--- config.mk ---
export PLATFORM = sky130hd
export DESIGN_NAME = tfm_config
export DESIGN_NICKNAME = d
export VERILOG_FILES = /design/src/rtl/tfm_config.sv
export SDC_FILE = /design/constraint.sdc
export NUM_CORES = 1
export LEC_CHECK = 0
export ABC_AREA = 1
export CAP_MARGIN = 20
export CORE_MARGIN = 8
export CORE_UTILIZATION = 30
export DETAILED_ROUTE_END_ITERATION = 7
export PLACE_DENSITY_LB_ADDON = 0.05
export SETUP_SLACK_MARGIN = 0.4
export SLEW_MARGIN = 30
export SYNTH_ARGS = -nofsm -noshare
export SYNTH_HDL_FRONTEND = slang
export SYNTH_SLANG_ARGS = --single-unit
--- constraint.sdc ---
create_clock -name clk -period 2.6 [get_ports clk]
set_input_delay 0.26 -clock clk [delete_from_list [all_inputs] [get_ports clk]]
set_output_delay 0.26 -clock clk [all_outputs]
set_load 0.03 [all_outputs]
--- src/rtl/tfm_config.sv ---
// Config-port stage ahead of the bus access sequencer: decodes Fx writes into chip selects,
// defers them while an access is in flight, and generates chip reset and (TFM_SAACLK_EN) saa_clk.
module tfm_config #(
  parameter int RST_CYCLES = 1024,
  parameter int SAA_DIV    = 7,
  parameter int SAA_HI     = 3
) (
  input  logic       clk,
  input  logic       rst_n,
  input  logic       wr_port,
  input  logic [3:0] cfg_d,
  input  logic       acc_busy,
  output logic       ym_sel,
  output logic       ym_stat,
  output logic       saa_sel,
  output logic       cfg_pending,
  output logic       chip_rst_n,
  output logic       saa_clk
);

  typedef enum logic {IDLE, PEND} state_t;

  localparam logic [11:0] RST_LAST = 12'(RST_CYCLES - 1);

  // Out-of-range parameters fail elaboration on a missing module.
  if (RST_CYCLES < 2 || RST_CYCLES > 4095 || SAA_DIV < 2 || SAA_DIV > 15 ||
      SAA_HI < 1 || SAA_HI > SAA_DIV - 1) begin : g_bad_param
    tfm_config_illegal_parameter u_bad ();
  end

  state_t      state_q, state_d;
  logic [2:0]  sel_q, sel_d;   // {saa_sel, ym_stat, ym_sel}
  logic [2:0]  shd_q, shd_d;
  logic [2:0]  dec;
  logic [11:0] rcnt_q, rcnt_d;
  logic        crst_q, crst_d;

  // Active-low nibble bits; bit 2 is reserved.
  assign dec = {~cfg_d[3], ~cfg_d[1], ~cfg_d[0]};

  always_comb begin
    state_d = state_q;
    sel_d   = sel_q;
    shd_d   = shd_q;
    unique case (state_q)
      IDLE: begin
        if (wr_port) begin
          if (acc_busy) begin
            shd_d   = dec;
            state_d = PEND;
          end else begin
            sel_d = dec;
          end
        end
      end
      PEND: begin
        if (wr_port) begin
          shd_d = dec;
        end else if (!acc_busy) begin
          sel_d   = shd_q;
          state_d = IDLE;
        end
      end
      default: state_d = IDLE;
    endcase
  end

  always_comb begin
    rcnt_d = rcnt_q;
    crst_d = crst_q;
    if (rcnt_q == RST_LAST) crst_d = 1'b1;
    else                    rcnt_d = rcnt_q + 12'd1;
  end

  always_ff @(posedge clk or negedge rst_n) begin
    if (!rst_n) begin
      state_q <= IDLE;
      sel_q   <= 3'b000;
      shd_q   <= 3'b000;
      rcnt_q  <= 12'd0;
      crst_q  <= 1'b0;
    end else begin
      state_q <= state_d;
      sel_q   <= sel_d;
      shd_q   <= shd_d;
      rcnt_q  <= rcnt_d;
      crst_q  <= crst_d;
    end
  end

  assign ym_sel      = sel_q[0];
  assign ym_stat     = sel_q[1];
  assign saa_sel     = sel_q[2];
  assign cfg_pending = (state_q == PEND);
  assign chip_rst_n  = crst_q;

`ifdef TFM_SAACLK_EN
  logic [3:0] div_q, div_d;
  logic       saa_q, saa_d;

  // Free-running from reset release, independent of chip reset and config traffic.
  always_comb begin
    div_d = (div_q == 4'(SAA_DIV - 1)) ? 4'd0 : div_q + 4'd1;
    saa_d = (div_q < 4'(SAA_HI));
  end

  always_ff @(posedge clk or negedge rst_n) begin
    if (!rst_n) begin
      div_q <= 4'd0;
      saa_q <= 1'b0;
    end else begin
      div_q <= div_d;
      saa_q <= saa_d;
    end
  end

  assign saa_clk = saa_q;
`else
  assign saa_clk = 1'b0;
`endif

endmodule
Yosys cells after proc, flatten, opt, wreduce, memory -nomap -nowiden
Index checks and enable logic that the tools add are counted.
{ "op_classes": {"add_sub_neg": 1, "n_mul": 0, "div_mod_pow": 0, "order_cmp": 0, "eq_ne": 7, "shifts": 0, "mux": 13, "n_bitwise": 4, "n_reduce_logical": 2} }
{ "op_table": {"columns": ["operator", "n"], "rows": [
  ["3-bit two-way mux", 7],
  ["12-bit by 1-bit adder with 12-bit output (second input constant)", 1],
  ["12-bit by 10-bit equality test with 1-bit output (second input constant)", 1],
  ["2-bit inequality test (second input constant)", 6],
  ["3-bit one-hot mux with 2 select lines", 2],
  ["1-bit NOT", 4],
  ["4-bit AND reduction", 1],
  ["1-bit two-way mux", 3],
  ["3-bit AND reduction", 1],
  ["1-bit one-hot mux with 2 select lines", 1]
]} }
{ "word_totals": {"ff_bits": 20, "latchBits": 0, "ramBits": 0, "romBits": 0, "inputBits": 8, "output_inout_bits": 6, "word_cells": 32, "n_memories": 0} }

Depth between registers and ports, before layout
{ "depth": {"ltp_word": 4, "mapped_depth": 8, "mapped_depth_nobuf": 7} }

Worst setup path before layout
Ideal clock, no wire load.
{ "synth_path": {"path_kind": "register to register", "from": "register state_q, in the netlist cfg_pending", "to": "register sel_q[0]", "setup_time_ps": 118, "t_arrival_ps": 1515, "required_ps": 2482, "path_slack_ps": 967, "path_stages_with_launch": 9, "path_buffers": 1, "period_less_slack_ps": 1633, "path_cell_list": "dfrtp_1 buf_2 inv_2 ha_1 inv_1 nor2_1 o21ai_0 a21oi_1 nor2_1"} }
{ "synth_via": {"elab_chain_cells": 3, "elab_cells_between_ends": 7, "classes_between": "4 x eq/ne; 1 x mux; 1 x bitwise; 1 x reduce/logical"} }
{ "synth_lines": {"columns": ["item", "line_no", "source"], "rows": [
  ["from (decl)", "31", "state_t state_q, state_d;"],
  ["from (signal assigned)", "83", "state_q <= state_d;"],
  ["1-bit NOT", null, null],
  ["2-bit inequality test (no source line)", null, null],
  ["4-bit AND reduction (no source line)", null, null],
  ["to (signal assigned)", "84", "sel_q <= sel_d;"],
  ["to (decl)", "32", "logic [2:0] sel_q, sel_d;"]
]} }
Several ways; a longest one is shown, not always the timed one.
A chain may end at the register's enable or synchronous reset.

Worst setup path in the final report
{ "layout_path": {"from": "register state_q, in the netlist cfg_pending", "to": "output cfg_pending"} }
{ "layout_lines": {"columns": ["item", "line_no", "source"], "rows": [
  ["to (decl)", "16", "output logic cfg_pending,"]
]} }
No word-level cell between the ends.

==> results.json <==
{
  "status": "finished clean",
  "gr-usage-all-layers": 0.08721,
  "layout_common_cells": "nand2_1, dfrtp_1, inv_1, nor2_1, clkdlybuf4s50_1",
  "crit_type": "reg -> out",
  "fin_crit_ns": 1.805,
  "dieArea_sq_mm": 0.005685,
  "pre_cts_ws_ns": 0.6998,
  "crit_chain": "clkdlybuf4s50_1",
  "overflow": 0,
  "power_density_mw_per_mm2": 500.1,
  "path_buf_inv": 1,
  "rsz0062_at_grt": "no",
  "fillers": 384,
  "via_count": 830,
  "cts_tree": "done",
  "critPathSlowestCell": "clkdlybuf4s50_1",
  "synth_fp_nets": 136,
  "fin_ws_ns": 0.7952,
  "detail-route-antenna-nets": 0,
  "coreArea_sq_mm": 0.003363,
  "leakage_nw": 0.6137,
  "drive_above_1_share": 0.1223,
  "finalSetupTns_ns": 0,
  "cp-start-kind": "flop",
  "timing.fmax_mhz": 554.1,
  "ios": 14,
  "dpl_cell_area_sq_mm": 0.001221,
  "avgSynthCellArea_sq_um": 8.401,
  "cp_max_fo": 10,
  "yosysTopAreaCellShare": 0.4728,
  "synth_edf_count": 0,
  "ff_latch_area_sq_um": 500.5,
  "clock-root-buffer": "clkbuf_4",
  "syn_area_sq_mm": 0.001059,
  "finalMaxSlewViolations": 0,
  "ys_top_cells_by_area": "dfrtp_1, nand2_1, nand3_1, inv_1, nor2_1",
  "drt_iter0_markers": 38,
  "die_w_microns": 75.40,
  "arrival_ns": 1.54,
  "crit_family": "buffers and inverters",
  "grt_pass1_vias": 874,
  "n_antenna_cell": 0,
  "die_y_microns": 75.40,
  "first_pass_iters": 4,
  "synth_warnings": 0,
  "htreeDepth": 1,
  "finalPower_mw": 0.6220,
  "grt_max_degree": 21,
  "ctsHoldBuffers": 0,
  "async_flop_share": 1.000,
  "internal-power_mw": 0.4411,
  "drc_errors": 0,
  "cp-end-kind": "output port",
  "start_util": 0.3147,
  "pwr-share-seq": 0.567,
  "synth_cell_types": 27,
  "insertion_delay_ns": 0.30,
  "yosys.area.top_type": "dfrtp_1",
  "area_delta_synth_final_pct": 17.49,
  "synth_ff_type": "dfrtp_1",
  "ir_worst_vdd_mv": 0.1822,
  "slowest_delay_ns": 0.73,
  "clock_path_buffers": 2,
  "clkTransAtPathRegs_ns": 0.11,
  "ys_seq_elements": 20,
  "grt_pass1_wl_microns": 3836,
  "hp-class": "in -> async",
  "vias_per_cell": 4.486,
  "switching_share": 0.2909,
  "fin_area_sq_mm": 0.001244,
  "clkPwrFrac": 0.239,
  "dpl.cell_count": 182,
  "io_buffers": 11,
  "wl_per_cell_microns": 10.91,
  "cts.repair.resized": 0,
  "routabilityCongestion": 0.7358,
  "cts.sinks": 20,
  "drv_cap": 0,
  "rows": 21,
  "ys_seq_area_frac": 0.4728,
  "final_common_cell": "nand2_1",
  "nets": 151,
  "setup_viol": 0,
  "combinationalPowerShare": 0.194,
  "fin_cells": 185,
  "finalCritPeriodShare": 0.6942,
  "power.switching_mw": 0.1809,
  "worst_clock_skew_ns": 0.004336,
  "post-cts-setup-buffer-count": 0,
  "required_ns": 2.34,
  "drt-total-wl_microns": 2019,
  "antenna_found_initial": 0,
  "dp_hpwl_microns": 1505,
  "multi_input_area_sq_um": 493.0,
  "final_hold_viol_count": 0,
  "cts_buffers": 3,
  "syn_inst": 126
}
power by group through the flow:
stage	combinational, mW	clock (mW)	sequential [mW]
CTS	0.124	0.160	0.353
global placement	0.123	0	0.359
detailed placement	0.123	0	0.359
global route	0.137	0.171	0.358
floorplan	0.0404	0	0.385
finish	0.121	0.149	0.352
cell type report:
cell class | count | area share
Multi-Input combinational cell | 90 | 0.3964
Clock buffer | 3 | 0.01811
Sequential cell | 20 | 0.4024
Inverter | 14 | 0.04225
Timing Repair Buffer | 12 | 0.09457
Tap cell | 46 | 0.04628
cell usage after synthesis, drive strengths merged, types with 2 or more instances:
master / instances
inv: 14
nor2: 16
a21oi: 4
nand3: 12
buf: 2
nand2: 36
nand4: 5
o21ai: 8
dfrtp: 20
ha: 2
path summary, 6_finish.rpt:
| path | startpoint | to | slack [ns] | depth (start not counted) |
|---|---|---|---|---|
| setup / recovery | cfg_pending$_DFF_PN0_ | cfg_pending | 0.80 | 1 |
| hold / removal | rst_n | rcnt_q[4]$_DFFE_PN0P_ | 0.29 | 2 |
| setup reg to reg | cfg_pending$_DFF_PN0_ | sel_q[0]$_DFFE_PN0P_ | 0.98 | 7 |
| hold reg to reg | chip_rst_n$_DFFE_PN0N_ | chip_rst_n$_DFFE_PN0N_ | 0.48 | 1 |
| max in group asynchronous | rst_n | shd_q[1]$_DFFE_PN0P_ | 2.10 | 2 |
| min in group clk | chip_rst_n$_DFFE_PN0N_ | chip_rst_n$_DFFE_PN0N_ | 0.48 | 1 |
metal layers:
| layer | vias to the layer above | GRT usage | routed length [microns] |
|---|---|---|---|
| li1 | 428 | - | - |
| met1 | 384 | 0.1151 | 1020 |
| met2 | 16 | 0.1294 | 899 |
| met3 | 2 | 0.01974 | 77 |
| met4 | 0 | 0.04478 | 22 |
| met5 | - | 0 | 0 |
cell families after synthesis:
kind of cell             after synthesis  share of synthesized area
buffers and inverters                 16                    0.06146
adder cells (fa/ha/maj)                2                    0.02364
other                                  1                   0.003543
XOR/XNOR                               2                    0.01655
flip-flops                            20                     0.4728
AND/OR/NAND/NOR                       72                     0.3582
AO/OA/AOI/OAI                         13                    0.06383
registers in the layout (all words and copies together), names as in the netlist:
signal,cells
rcnt_q,12
sel_q,3
shd_q,3
cfg_pending,1
chip_rst_n,1
through the flow:
step	util	hold slack [ns]
4_1_cts	0.3698	0.2814
6_report	0.3698	0.2859
2_1_floorplan	-	-0.03559
3_5_place_dp	0.3631	0.4527
5_1_grt	0.3698	0.3102
3_3_place_gp	0.3631	0.4500
worst register-to-register path: cells and delay by family, from the launching register on:
kind,cells,cell delay (ns)
AND/OR/NAND/NOR,2,0.35
adder cells (fa/ha/maj),1,0.27
AO/OA/AOI/OAI,2,0.30
flip-flops,1,0.52
buffers and inverters,2,0.09
(Power assumes the default switching activity.)
